### config.mk
export PLATFORM = sky130hd
export DESIGN_NAME = rst_sequencer
export DESIGN_NICKNAME = d
export VERILOG_FILES = /design/src/rtl/rst_sequencer.sv
export SDC_FILE = /design/constraint.sdc
export NUM_CORES = 1
export LEC_CHECK = 0
export CORE_MARGIN = 1.5
export CORE_UTILIZATION = 56
export DETAILED_ROUTE_END_ITERATION = 16
export PLACE_DENSITY = 0.89
export SETUP_SLACK_MARGIN = 0.3
export SLEW_MARGIN = 20
export SYNTH_ARGS = -nofsm -noshare
export SYNTH_HDL_FRONTEND = slang
export SYNTH_SLANG_ARGS = --single-unit
### constraint.sdc
create_clock -name clk -period 2.44 [get_ports clk]
set_clock_uncertainty 0.1 [all_clocks]
set_input_delay 0.732 -clock clk [delete_from_list [all_inputs] [get_ports clk]]
set_output_delay 0.732 -clock clk [all_outputs]
set_load 0.1 [all_outputs]
### src/rtl/rst_sequencer.sv
// Staged reset sequencer: merges power-on, debounced button and watchdog requests
// into ordered peripheral/core resets. Watchdog path is built only with RST_SEQ_WDT_EN.
module rst_sequencer #(
    parameter int DEBOUNCE_BITS = 16,
    parameter int HOLD_CYCLES   = 16,
    parameter int STAGE_GAP     = 8
) (
    input  logic       clk,
    input  logic       resetn,
    input  logic       btn_rst,
    input  logic       wdt_rst,
    output logic       periph_resetn,
    output logic       core_resetn,
    output logic       rst_active,
    output logic [1:0] rst_cause,
    output logic [7:0] boot_count
);

    localparam int CNT_MAX = (HOLD_CYCLES > STAGE_GAP) ? HOLD_CYCLES : STAGE_GAP;
    localparam int CNT_W   = $clog2(CNT_MAX + 1);
    localparam logic [CNT_W-1:0] HOLD_LAST = CNT_W'(HOLD_CYCLES - 1);
    localparam logic [CNT_W-1:0] GAP_LAST  = CNT_W'(STAGE_GAP - 1);
    localparam logic [1:0] CAUSE_BTN = 2'b01;
`ifdef RST_SEQ_WDT_EN
    localparam logic [1:0] CAUSE_WDT = 2'b10;
`else
    logic unused_wdt;
    assign unused_wdt = wdt_rst;
`endif

    typedef enum logic [1:0] {HOLD, PERIPH_UP, RUN} state_t;

    state_t                   state, state_nxt;
    logic [CNT_W-1:0]         cnt, cnt_nxt;
    logic [1:0]               cause_nxt;
    logic                     boot_inc;
    logic                     armed;
    logic                     btn_meta, btn_sync, btn_level, btn_level_d;
    logic [DEBOUNCE_BITS-1:0] db_cnt;
    logic                     press;

    // The debounce counter only runs while the synchronized input disagrees with the level.
    always_ff @(posedge clk) begin
        if (!resetn) begin
            btn_meta    <= 1'b0;
            btn_sync    <= 1'b0;
            btn_level   <= 1'b0;
            btn_level_d <= 1'b0;
            db_cnt      <= '0;
        end else begin
            btn_meta    <= btn_rst;
            btn_sync    <= btn_meta;
            btn_level_d <= btn_level;
            if (btn_sync == btn_level) begin
                db_cnt <= '0;
            end else if (db_cnt == '1) begin
                btn_level <= btn_sync;
                db_cnt    <= '0;
            end else begin
                db_cnt <= db_cnt + 1'b1;
            end
        end
    end

    assign press = btn_level & ~btn_level_d;

    // The first edge out of reset is the entry into HOLD, so the count starts one edge later.
    always_comb begin
        state_nxt = state;
        cnt_nxt   = cnt;
        cause_nxt = rst_cause;
        boot_inc  = 1'b0;
        unique case (state)
            HOLD: begin
                if (press) begin
                    cnt_nxt   = '0;
                    cause_nxt = CAUSE_BTN;
                end else if (!btn_level && armed) begin
                    if (cnt == HOLD_LAST) begin
                        state_nxt = PERIPH_UP;
                        cnt_nxt   = '0;
                    end else begin
                        cnt_nxt = cnt + 1'b1;
                    end
                end
            end
            PERIPH_UP: begin
                if (press) begin
                    state_nxt = HOLD;
                    cnt_nxt   = '0;
                    cause_nxt = CAUSE_BTN;
                end else if (cnt == GAP_LAST) begin
                    state_nxt = RUN;
                    cnt_nxt   = '0;
                    boot_inc  = 1'b1;
                end else begin
                    cnt_nxt = cnt + 1'b1;
                end
            end
            RUN: begin
                if (press) begin
                    state_nxt = HOLD;
                    cnt_nxt   = '0;
                    cause_nxt = CAUSE_BTN;
                end
`ifdef RST_SEQ_WDT_EN
                else if (wdt_rst) begin
                    state_nxt = HOLD;
                    cnt_nxt   = '0;
                    cause_nxt = CAUSE_WDT;
                end
`endif
            end
            default: begin
                state_nxt = HOLD;
                cnt_nxt   = '0;
            end
        endcase
    end

    always_ff @(posedge clk) begin
        if (!resetn) begin
            state         <= HOLD;
            cnt           <= '0;
            armed         <= 1'b0;
            rst_cause     <= 2'b00;
            boot_count    <= 8'd0;
            periph_resetn <= 1'b0;
            core_resetn   <= 1'b0;
            rst_active    <= 1'b1;
        end else begin
            state         <= state_nxt;
            cnt           <= cnt_nxt;
            armed         <= 1'b1;
            rst_cause     <= cause_nxt;
            periph_resetn <= (state_nxt != HOLD);
            core_resetn   <= (state_nxt == RUN);
            rst_active    <= (state_nxt != RUN);
            if (boot_inc && boot_count != 8'hFF) begin
                boot_count <= boot_count + 8'd1;
            end
        end
    end

endmodule
==> results.sh, run 1 <==
export IMPL_slew_headroom_pct=66.7
export IMPL_syn_nets=217
export IMPL_highest_layer="met4"
export IMPL_fin_cells=269
export IMPL_dr_wl_met3_um=103
export IMPL_diodes=0
export IMPL_io_pins=17
export IMPL_critical_path_endpoint_type="flop"
export IMPL_cp_max_fo=4
export IMPL_fin_nets=233
export IMPL_grt_use_total_pct=19.6
export IMPL_num_rows=20
export IMPL_wl_met2_mm=1.45
export IMPL_synthCells=208
export IMPL_yosysSeqAreaShare_pct=43.7
export IMPL_fp_coreArea_um2=3080
export IMPL_wl_met1_mm=1.63
export IMPL_dieArea_um2=3620
export IMPL_synth_warnings=0
export IMPL_min_period_ns=2.00
export IMPL_drcViolationCount=0
export IMPL_synth_seq_cells=40
export IMPL_cts_buffers=5
export IMPL_setup_viol=0
export IMPL_path_class="flop to flop"
export IMPL_timing_final_crit_share_pct=82.0
export IMPL_hold_viol=0
export IMPL_hold_buffers=0
export IMPL_r2r_end="cnt[3]$_SDFFE_PN0P_"
export IMPL_drt_iter0_drc=64
export IMPL_root_buffer="clkbuf_4"
export IMPL_min_from="btn_meta$_SDFF_PN0_"
export IMPL_cap_viol_max_count=0
export IMPL_via_count=1474
export IMPL_gp_congestion=0.796
export IMPL_multi_input_area_um2=955
export IMPL_antenna_found_initial=0
export IMPL_grt_pass1_wl_mm=5.40
export IMPL_p_per_area_nw_per_um2=515
export IMPL_cp_start_kind="flop"
export IMPL_ys_flop_type="dfxtp_1"
export IMPL_hold_class="flop to flop"
export IMPL_leakagePower_nw=0.729
export IMPL_syn2layout_area_growth_pct=12.0
export IMPL_syn_avg_cell_area_um2=8.80
export IMPL_drt_wl_total_mm=3.22
export IMPL_regArea_um2=807
export IMPL_drv_slew=0
export IMPL_dp_cells=261
export IMPL_grt_pass1_vias=1296
export IMPL_hpwl_mm=2.24
export IMPL_cts_tree="built"
export IMPL_fmax_mhz=500
export IMPL_layout_common_cells="dfxtp_1, nor2_1, nand2_1, buf_4, nand3_1"
export IMPL_netlist_area_um2=1830
export IMPL_cp_data_arrival_time_ns=2.18
export IMPL_tightest_slew_ns=0.496
export IMPL_numClockSinks=40
export IMPL_setup_tns_ns=0
export IMPL_ir_drop_v=0.000386
export IMPL_r2r_start="cnt[0]$_SDFFE_PN0P_"
export IMPL_grt_max_degree=15
export IMPL_cts_max_path_buffers=2
export IMPL_initial_core_util_pct=59.5
export IMPL_r2r_cells=8
export IMPL_ant_nets=0
export IMPL_placed_area_um2=1990
export IMPL_design_area_um2=2050
export IMPL_overflow=0
export IMPL_synth_cell_types=44
export IMPL_fp_dieH_um=60.2
export IMPL_vias_per_cell=5.48
export IMPL_worstPathRequired_ns=2.62
export IMPL_rsz0062_at_grt="no"
export IMPL_synth_async_sr_flop_share_pct=0
export IMPL_worstHoldEndpoint="btn_sync$_SDFF_PN0_"
export IMPL_cts_setup_buffers=0
export IMPL_cts_resized=0
export IMPL_clk_latency_ns=0.34
export IMPL_clk_pin_slew_ns=0.12
export IMPL_synth_edf_count=0
export IMPL_timing_reg2reg_setup_slack_ns=0.44
export IMPL_cts_htree_levels=2
export IMPL_dieWidth_um=60.2
export IMPL_final_common_cell="dfxtp_1"
export IMPL_final_layout_size_suffix_gt1_share_pct=14.7
export IMPL_whs_path_depth=1
export IMPL_dr_pass1_iters=4
export IMPL_portBuffers=14
export IMPL_run_status="complete, no violations"
export IMPL_wire_per_inst_um=12.0
export IMPL_fillers=260
[registers in the layout (all words and copies together) (netlist names)]
name	flops
btn_sync	1
boot_count	8
armed	1
rst_cause	1
btn_level	1
cnt	5
periph_resetn	1
btn_level_d	1
db_cnt	16
core_resetn	1
rst_active	1
state	2
btn_meta	1
[per-stage QoR]
step / hold slack (ns) / setup slack [ns] / util (%) / total power, mW
floorplan: 0.312 / 0.302 / - / 0.702
global placement: 0.316 / 0.251 / 64.6 / 0.712
detailed placement: 0.339 / 0.250 / 64.6 / 0.713
CTS: 0.363 / 0.436 / 66.6 / 1.06
global route: 0.379 / 0.305 / 66.6 / 1.09
finish: 0.347 / 0.440 / 66.6 / 1.05
[Yosys cell counts (4+ instances only)]
master / n / share of area (%)
a21oi_1: 10 / 2.7
and2_1: 4 / 1.4
and4_1: 4 / 1.9
clkbuf_1: 4 / 0.82
dfxtp_1: 40 / 44
ha_1: 5 / 3.4
inv_1: 7 / 1.4
nand2_1: 16 / 3.3
nand2b_1: 4 / 1.4
nand3_1: 12 / 3.3
nand4_1: 8 / 2.7
nor2_1: 23 / 4.7
nor3_1: 5 / 1.4
o21ai_0: 6 / 1.6
or3_1: 5 / 1.7
xnor2_1: 5 / 2.4
xor2_1: 9 / 4.3
[report_power, final]
group,switching [mW],leakage (nW),internal [mW]
combinational,0.0238,0.372,0.0131
sequential,0.00329,0.326,0.658
clock,0.215,0.0315,0.141
[critical path, stage by stage, from the launching register on]
cell and delay, ns:
dfxtp_1 0.35, ha_1 0.25, nand3_1 0.12, inv_1 0.06, ha_1 0.16, nor2b_1 0.17
a2111oi_2 0.43, nand3_1 0.13, a31oi_1 0.17
[worst max-delay path by stage]
| stage | from | slack [ns] | cells past startpoint | to |
|---|---|---|---|---|
| finish | cnt[0]$_SDFFE_PN0P_ | 0.44 | 8 | cnt[3]$_SDFFE_PN0P_ |
| global route | cnt[0]$_SDFFE_PN0P_ | 0.30 | 8 | cnt[3]$_SDFFE_PN0P_ |
| CTS | cnt[0]$_SDFFE_PN0P_ | 0.44 | 8 | cnt[3]$_SDFFE_PN0P_ |
| detailed placement | resetn | 0.25 | 5 | periph_resetn$_SDFF_PN0_ |
| global placement | resetn | 0.25 | 5 | periph_resetn$_SDFF_PN0_ |
| floorplan | boot_count[1]$_SDFFE_PN0P_ | 0.30 | 4 | boot_count[7]$_SDFFE_PN0P_ |
[routing by layer]
metal | track usage (%) | vias to the layer above
met5 | 0 | -
met4 | 8.57 | 0
met3 | 4.55 | 5
met2 | 31.2 | 23
met1 | 25.2 | 678
li1 | - | 768
[cell type report]
cell class              count  share of cell area (%)
flip-flops and latches     40                    39.4
multi-input cells         151                    46.6
inverters                   8                    1.47
well taps                  44                    2.69
clock buffers               7                    2.69
repair buffers             18                    6.84
clock inverters             1                   0.366
[cells by family after synthesis]
group / Yosys count / synth area share [%]
other: 1 / 0.205
AOI/OAI and AO/OA: 29 / 10.2
DFF: 40 / 43.7
xor gates and xnor gates: 14 / 6.70
adders and majority gates: 5 / 3.42
and+or+nand+nor: 100 / 30.6
buffers and inverters: 17 / 4.10
muxes: 2 / 1.09
(Power assumes the default switching activity.)
==> run 2: changes to the inputs <==
==> constraint.sdc (replaced) <==
create_clock -name clk -period 2 [get_ports clk]
set_clock_uncertainty 0.1 [all_clocks]
set_input_delay 0.6 -clock clk [delete_from_list [all_inputs] [get_ports clk]]
set_output_delay 0.6 -clock clk [all_outputs]
set_load 0.1 [all_outputs]
==> results.sh, run 2 (synthesis gave the netlist of run 1 again) <==
export IMPL_run_status="complete, no violations"
export IMPL_timing_final_crit_share_pct=89.2
export IMPL_dieWidth_um=60.2
export IMPL_place_worst_setup_slack_ns=-0.0768
export IMPL_io_pins=17
export IMPL_gp_congestion=0.811
export IMPL_cts_htree_levels=2
export IMPL_r2r_end="boot_count[4]$_SDFFE_PN0P_"
export IMPL_regMostFlops="db_cnt"
export IMPL_crit_start="cnt[0]$_SDFFE_PN0P_"
export IMPL_min_period_ns=1.78
export IMPL_power_mw=1.27
export IMPL_fmax_mhz=561
export IMPL_final_common_cell="dfxtp_1"
export IMPL_grt_pass1_wl_mm=6.31
export IMPL_fp_coreArea_um2=3080
export IMPL_dieArea_um2=3620
export IMPL_path_cells="ha_4 -> and4bb_4 -> nand4_1 -> or4_1 -> o21ai_1"
export IMPL_drv_slew=0
export IMPL_cp_start_kind="flop"
export IMPL_layout_common_cells="dfxtp_1, nor2_1, buf_4"
export IMPL_syn2layout_area_growth_pct=34.7
export IMPL_portBuffers=14
export IMPL_antenna_found_initial=0
export IMPL_grt_pass1_vias=1480
export IMPL_setup_tns_ns=0
export IMPL_grt_use_total_pct=23.5
export IMPL_slowest_delay_ns=0.56
export IMPL_setup_viol=0
export IMPL_hold_viol=0
export IMPL_wire_per_inst_um=14.8
export IMPL_rsz0062_at_grt="yes"
export IMPL_cts_buffers=5
export IMPL_fin_nets=248
export IMPL_timing_reg2reg_setup_slack_ns=0.22
export IMPL_final_layout_size_suffix_gt1_share_pct=28.7
export IMPL_cts_max_path_buffers=2
export IMPL_diodes=0
export IMPL_hold_class="flop to flop"
export IMPL_num_rows=20
export IMPL_r2r_start="cnt[0]$_SDFFE_PN0P_"
export IMPL_ir_drop_v=0.000418
export IMPL_cp_max_fo=5
export IMPL_overflow=0
export IMPL_initial_core_util_pct=59.5
export IMPL_cap_viol_max_count=0
export IMPL_clk_latency_ns=0.37
export IMPL_drt_wl_total_mm=4.20
export IMPL_via_count=1618
export IMPL_p_per_area_nw_per_um2=514
export IMPL_cp_data_arrival_time_ns=2.00
export IMPL_largest_reg_flops=16
export IMPL_root_buffer="clkbuf_4"
export IMPL_hold_slack_ns=0.366
export IMPL_ant_nets=0
export IMPL_fin_ws_ns=0.217
export IMPL_worstPathRequired_ns=2.21
export IMPL_r2r_cells=5
export IMPL_fp_dieH_um=60.2
export IMPL_numClockSinks=40
export IMPL_cts_tree="built"
export IMPL_clk_pin_slew_ns=0.14
export IMPL_grt_max_degree=15
export IMPL_crit_end="boot_count[4]$_SDFFE_PN0P_"
export IMPL_hpwl_mm=2.44
export IMPL_drcViolationCount=0
export IMPL_path_class="flop to flop"
export IMPL_vias_per_cell=5.70
export IMPL_critical_path_endpoint_type="flop"
export IMPL_largestRegisters="db_cnt (16), boot_count (8), cnt (5)"
export IMPL_cpMaxStageDelayCell="or4_1"
export IMPL_dr_pass1_iters=4
export IMPL_drt_iter0_drc=193
export IMPL_leakagePower_nw=0.865
## run 2: cell count changes in the layout (fill, tap and decap cells not counted), sizes merged
cell,previous run,this run
buf,16,30
clkinv,1,2
clkinvlp,1,0
nand3,13,14
## run 2: worst min path at each step
stage,start,to,cells past startpoint
floorplan,btn_meta$_SDFF_PN0_,btn_sync$_SDFF_PN0_,1
global placement,btn_meta$_SDFF_PN0_,btn_sync$_SDFF_PN0_,1
CTS,btn_meta$_SDFF_PN0_,btn_sync$_SDFF_PN0_,1
detailed placement,btn_meta$_SDFF_PN0_,btn_sync$_SDFF_PN0_,1
finish,btn_meta$_SDFF_PN0_,btn_sync$_SDFF_PN0_,1
global route,btn_meta$_SDFF_PN0_,btn_sync$_SDFF_PN0_,1
## run 2: metal layers
metal / up-vias / wire, um / track usage (%)
met1: 758 / 1830 / 27.0
li1: 802 / - / -
met4: 0 / 82 / 12.1
met5: - / 0 / 0
met3: 9 / 202 / 7.36
met2: 49 / 2080 / 39.0
## run 2: metrics by stage
step	util [%]	cells	cell area [um2]
after CTS	76.8	282	2360
after detailed placement	71.8	266	2210
after global routing	80.1	284	2460
after floorplan	-	208	1870
after global placement	71.8	266	2210
final	80.1	284	2460
## run 2: report_power, final
part | leakage [nW] | internal [mW] | total (mW) | switching [mW]
Sequential | 0.330 | 0.794 | 0.799 | 0.00491
Combinational | 0.505 | 0.0243 | 0.0591 | 0.0348
Clock | 0.0293 | 0.137 | 0.409 | 0.272
Total | 0.865 | 0.956 | 1.27 | 0.312
## run 2: timing repair
action,CTS,global route
setup buffers,7,2
hold buffers,0,0
pin swaps,5,8
gates resized for setup,10,17
gates cloned,1,0
endpoints found under the setup margin,26,30
## run 2: critical path: cells and delay by family, from the launching register on
kind                       cells  cell delay, ns
AOI/OAI and AO/OA              1            0.09
adders and majority gates      1            0.15
DFF                            1            0.37
and+or+nand+nor                3            1.03
## run 2: area by class of cell
cell class / count / area (um2)
repair buffers: 32 / 399
multi-input cells: 152 / 1100
inverters: 8 / 31.3
well taps: 44 / 55.1
clock inverters: 1 / 5.00
flip-flops and latches: 40 / 831
fillers: 180 / 613
clock buffers: 7 / 45.0
==> run 3: changes to the inputs <==
--- a/config.mk
+++ b/config.mk
@@ -6,9 +6,9 @@
 export NUM_CORES = 1
 export LEC_CHECK = 0
 export CORE_MARGIN = 1.5
-export CORE_UTILIZATION = 56
+export CORE_UTILIZATION = 50
 export DETAILED_ROUTE_END_ITERATION = 16
-export PLACE_DENSITY = 0.89
+export PLACE_DENSITY = 0.85
 export SETUP_SLACK_MARGIN = 0.3
 export SLEW_MARGIN = 20
 export SYNTH_ARGS = -nofsm -noshare
==> constraint.sdc (replaced) <==
create_clock -name clk -period 1.45 [get_ports clk]
set_clock_uncertainty 0.1 [all_clocks]
set_input_delay 0.435 -clock clk [delete_from_list [all_inputs] [get_ports clk]]
set_output_delay 0.435 -clock clk [all_outputs]
set_load 0.1 [all_outputs]
==> results.sh, run 3 <==
export IMPL_portBuffers=14
export IMPL_dieWidth_um=63.5
export IMPL_grt_max_degree=17
export IMPL_postGrtWorstEndpoint="boot_count[4]$_SDFFE_PN0P_/D"
export IMPL_gp_congestion=0.838
export IMPL_muxShareOfSynthArea_pct=1.09
export IMPL_synth_warnings=0
export IMPL_synth_fa_ha_area_share_pct=3.42
export IMPL_root_buffer="clkbuf_4"
export IMPL_synth_area_leaders="dfxtp_1, nor2_1, xor2_1"
export IMPL_fp_dieH_um=63.5
export IMPL_synth_xor_area_share_pct=6.70
export IMPL_synth_seq_cells=40
export IMPL_cts_max_path_buffers=2
export IMPL_synth_most_common_cell="dfxtp_1"
export IMPL_yosysSeqAreaShare_pct=43.7
export IMPL_placed_area_um2=2610
export IMPL_dp_cells=303
export IMPL_ys_flop_type="dfxtp_1"
export IMPL_synth_common_cells="dfxtp_1, nor2_1, nand2_1, nand3_1, a21oi_1"
export IMPL_error="[ERROR DPL-0033] detailed placement checks failed during check placement."
export IMPL_netlist_area_um2=1830
export IMPL_synthCells=208
export IMPL_synth_top_family_by_area="simple AND/OR/NAND/NOR gates"
export IMPL_initial_core_util_pct=53.6
export IMPL_synth_simple_area_share_pct=30.6
export IMPL_cts_buffers=5
export IMPL_synth_edf_count=0
export IMPL_antenna_found_initial=0
export IMPL_synth_async_sr_flop_share_pct=0
export IMPL_lastStage="global routing (5_1_grt)"
export IMPL_numClockSinks=40
export IMPL_synth_compound_area_share_pct=10.2
export IMPL_worst_ep_kind="register data pin"
export IMPL_num_rows=21
export IMPL_hpwl_mm=3.20
export IMPL_syn_nets=217
export IMPL_run_status="did not finish"
export IMPL_cts_htree_levels=2
export IMPL_io_pins=17
export IMPL_netlist_area_leader_share_pct=43.7
export IMPL_synth_top_area_cell="dfxtp_1"
export IMPL_synth_cell_types=44
export IMPL_syn_avg_cell_area_um2=8.80
export IMPL_place_worst_setup_slack_ns=-0.416
run 3: stage by stage:
step                utilization, %  hold WS [ns]
detailed placement            76.4         0.349
CTS                           88.6         0.376
global placement              76.4         0.318
floorplan                        -         0.312
run 3: logic make-up after synthesis:
logic type / count (synthesis)
other: 1
AOI/OAI and AO/OA: 29
xor gates and xnor gates: 14
adders and majority gates: 5
DFF: 40
buffers and inverters: 17
muxes: 2
and+or+nand+nor: 100
run 3: timing repair:
item	CTS
gates resized for setup	53
setup endpoints to repair	48
buffers inserted	16
hold buffers	0
pin swaps	36
cloned	1
==> run 4: changes to the inputs <==
--- a/config.mk
+++ b/config.mk
@@ -6,10 +6,9 @@
 export NUM_CORES = 1
 export LEC_CHECK = 0
 export CORE_MARGIN = 1.5
-export CORE_UTILIZATION = 50
+export CORE_UTILIZATION = 40
 export DETAILED_ROUTE_END_ITERATION = 16
-export PLACE_DENSITY = 0.85
-export SETUP_SLACK_MARGIN = 0.3
+export PLACE_DENSITY_LB_ADDON = 0.15
 export SLEW_MARGIN = 20
 export SYNTH_ARGS = -nofsm -noshare
 export SYNTH_HDL_FRONTEND = slang
==> constraint.sdc (replaced) <==
create_clock -name clk -period 1.9 [get_ports clk]
set_clock_uncertainty 0.1 [all_clocks]
set_input_delay 0.57 -clock clk [delete_from_list [all_inputs] [get_ports clk]]
set_output_delay 0.57 -clock clk [all_outputs]
set_load 0.1 [all_outputs]
==> results.sh, run 4 (synthesis gave the netlist of run 1 again) <==
export IMPL_power_mw=1.54
export IMPL_largest_reg_flops=16
export IMPL_cp_max_fo=8
export IMPL_placed_area_um2=2280
export IMPL_hpwl_mm=2.50
export IMPL_antenna_found_initial=0
export IMPL_ant_nets=0
export IMPL_leakagePower_nw=0.889
export IMPL_internal_power_mw=1.20
export IMPL_dp_cells=285
export IMPL_fin_cells=296
export IMPL_grt_pass1_vias=1411
export IMPL_via_count=1545
export IMPL_cap_viol_max_count=0
export IMPL_dr_wl_met3_um=150
export IMPL_dieArea_um2=4990
export IMPL_wl_met2_mm=1.56
export IMPL_wl_met1_mm=1.92
export IMPL_cts_tree="built"
export IMPL_ir_drop_v=0.000432
export IMPL_hold_viol=0
export IMPL_r2r_start="cnt[0]$_SDFFE_PN0P_"
export IMPL_rsz0062_at_grt="no"
export IMPL_diodes=0
export IMPL_cts_htree_levels=2
export IMPL_hold_class="flop to flop"
export IMPL_regMostFlops="db_cnt"
export IMPL_timing_final_crit_share_pct=94.6
export IMPL_regArea_um2=822
export IMPL_worstPathRequired_ns=2.02
export IMPL_numClockSinks=40
export IMPL_critical_path_buf_inv_count=0
export IMPL_clockPowerShare_pct=41.5
export IMPL_clk_latency_ns=0.29
export IMPL_syn2layout_area_growth_pct=32.8
export IMPL_sequentialPowerShare_pct=54.7
export IMPL_final_common_cell="dfxtp_1"
export IMPL_drt_wl_total_mm=3.68
export IMPL_run_status="complete, no violations"
export IMPL_drv_slew=0
export IMPL_fin_nets=252
export IMPL_slowest_delay_ns=0.51
export IMPL_root_buffer="clkbuf_8"
export IMPL_overflow=0
export IMPL_portBuffers=14
export IMPL_cpMaxStageDelayCell="or4_1"
export IMPL_min_from="btn_meta$_SDFF_PN0_"
export IMPL_path_class="flop to flop"
export IMPL_r2r_end="boot_count[7]$_SDFFE_PN0P_"
export IMPL_design_area_um2=2430
export IMPL_cts_max_path_buffers=2
export IMPL_wire_per_inst_um=12.4
export IMPL_fmax_mhz=556
export IMPL_combPwrFrac_pct=3.7
export IMPL_timing_reg2reg_setup_slack_ns=0.10
export IMPL_setup_viol=0
export IMPL_drt_iter0_drc=102
export IMPL_grt_pass1_wl_mm=6.44
export IMPL_dr_pass1_iters=4
export IMPL_path_cells="ha_2 -> and4bb_4 -> nand3_4 -> or4_1 -> a21oi_1"
export IMPL_grt_use_total_pct=16.0
export IMPL_gp_congestion=0.777
export IMPL_num_rows=24
export IMPL_layout_common_cells="dfxtp_1, nor2_1, buf_4"
export IMPL_p_sw_mw=0.339
export IMPL_cp_start_kind="flop"
export IMPL_vias_per_cell=5.22
export IMPL_critical_path_endpoint_type="flop"
export IMPL_final_layout_size_suffix_gt1_share_pct=24.2
export IMPL_hold_buffers=0
export IMPL_fp_dieH_um=70.7
export IMPL_hold_slack_ns=0.336
export IMPL_r2r_cells=5
export IMPL_dieWidth_um=70.7
export IMPL_switching_share_pct=22.0
export IMPL_place_worst_setup_slack_ns=-0.164
export IMPL_clk_pin_slew_ns=0.08
export IMPL_fillers=399
export IMPL_worstHoldEndpoint="btn_sync$_SDFF_PN0_"
export IMPL_fin_ws_ns=0.102
export IMPL_io_pins=17
export IMPL_grt_max_degree=15
export IMPL_whs_path_depth=1
export IMPL_min_period_ns=1.80
export IMPL_highest_layer="met4"
export IMPL_initial_core_util_pct=41.8
export IMPL_fp_coreArea_um2=4380
export IMPL_p_per_area_nw_per_um2=633
export IMPL_largestRegisters="db_cnt (16), boot_count (8), cnt (5)"
export IMPL_cts_buffers=5
export IMPL_cp_data_arrival_time_ns=1.92
export IMPL_drcViolationCount=0
export IMPL_critPathTopFamily="simple AND/OR/NAND/NOR gates"
export IMPL_multi_input_area_um2=978
[run 4: how the worst max path moves through the flow]
stage,startpoint,to,depth (start not counted)
floorplan,boot_count[7]$_SDFFE_PN0P_,boot_count[1]$_SDFFE_PN0P_,4
global placement,resetn,boot_count[4]$_SDFFE_PN0P_,4
detailed placement,resetn,boot_count[4]$_SDFFE_PN0P_,4
global route,cnt[0]$_SDFFE_PN0P_,boot_count[3]$_SDFFE_PN0P_,5
CTS,cnt[0]$_SDFFE_PN0P_,boot_count[7]$_SDFFE_PN0P_,5
finish,cnt[0]$_SDFFE_PN0P_,boot_count[7]$_SDFFE_PN0P_,5
[run 4: worst reg2reg max path: cells and delay by family (launching register included)]
family	cells	cell delay [ns]
DFF	1	0.34
and+or+nand+nor	3	0.94
AOI/OAI and AO/OA	1	0.16
adders and majority gates	1	0.19
[run 4: final cells by class]
| type | count | share of cell area [%] |
|---|---|---|
| timing repair buffer | 37 | 17.8 |
| inverter | 8 | 1.24 |
| sequential | 40 | 33.8 |
| clock buffer | 7 | 4.01 |
| multi-input combinational | 151 | 40.2 |
| tap | 52 | 2.68 |
| clock inverter | 1 | 0.206 |
[run 4: power groups by stage]
| stage | clock network (mW) | logic, mW | registers (mW) |
|---|---|---|---|
| 2_1_floorplan | 0 | 0.0344 | 0.862 |
| 3_3_place_gp | 0 | 0.0563 | 0.862 |
| 3_5_place_dp | 0 | 0.0566 | 0.862 |
| 4_1_cts | 0.662 | 0.0568 | 0.842 |
| 5_1_grt | 0.706 | 0.0634 | 0.844 |
| 6_report | 0.640 | 0.0572 | 0.843 |
[run 4: through the flow]
step,util [%],setup TNS (ns)
floorplan,-,0
global placement,52.0,-0.346
detailed placement,52.0,-0.658
CTS,54.6,0
global route,55.5,0
finish,55.5,0
[run 4: layer usage]
metal	up-vias	track usage, %
met5	-	0
met4	0	5.45
met3	5	4.84
met2	31	23.0
met1	700	23.0
li1	809	-
[run 4: what timing repair did]
| item | CTS | global route |
|---|---|---|
| gates resized for setup | 1 | 5 |
| buffers inserted | 0 | 3 |
| setup endpoints to repair | 2 | 6 |
| pin swaps | 0 | 1 |
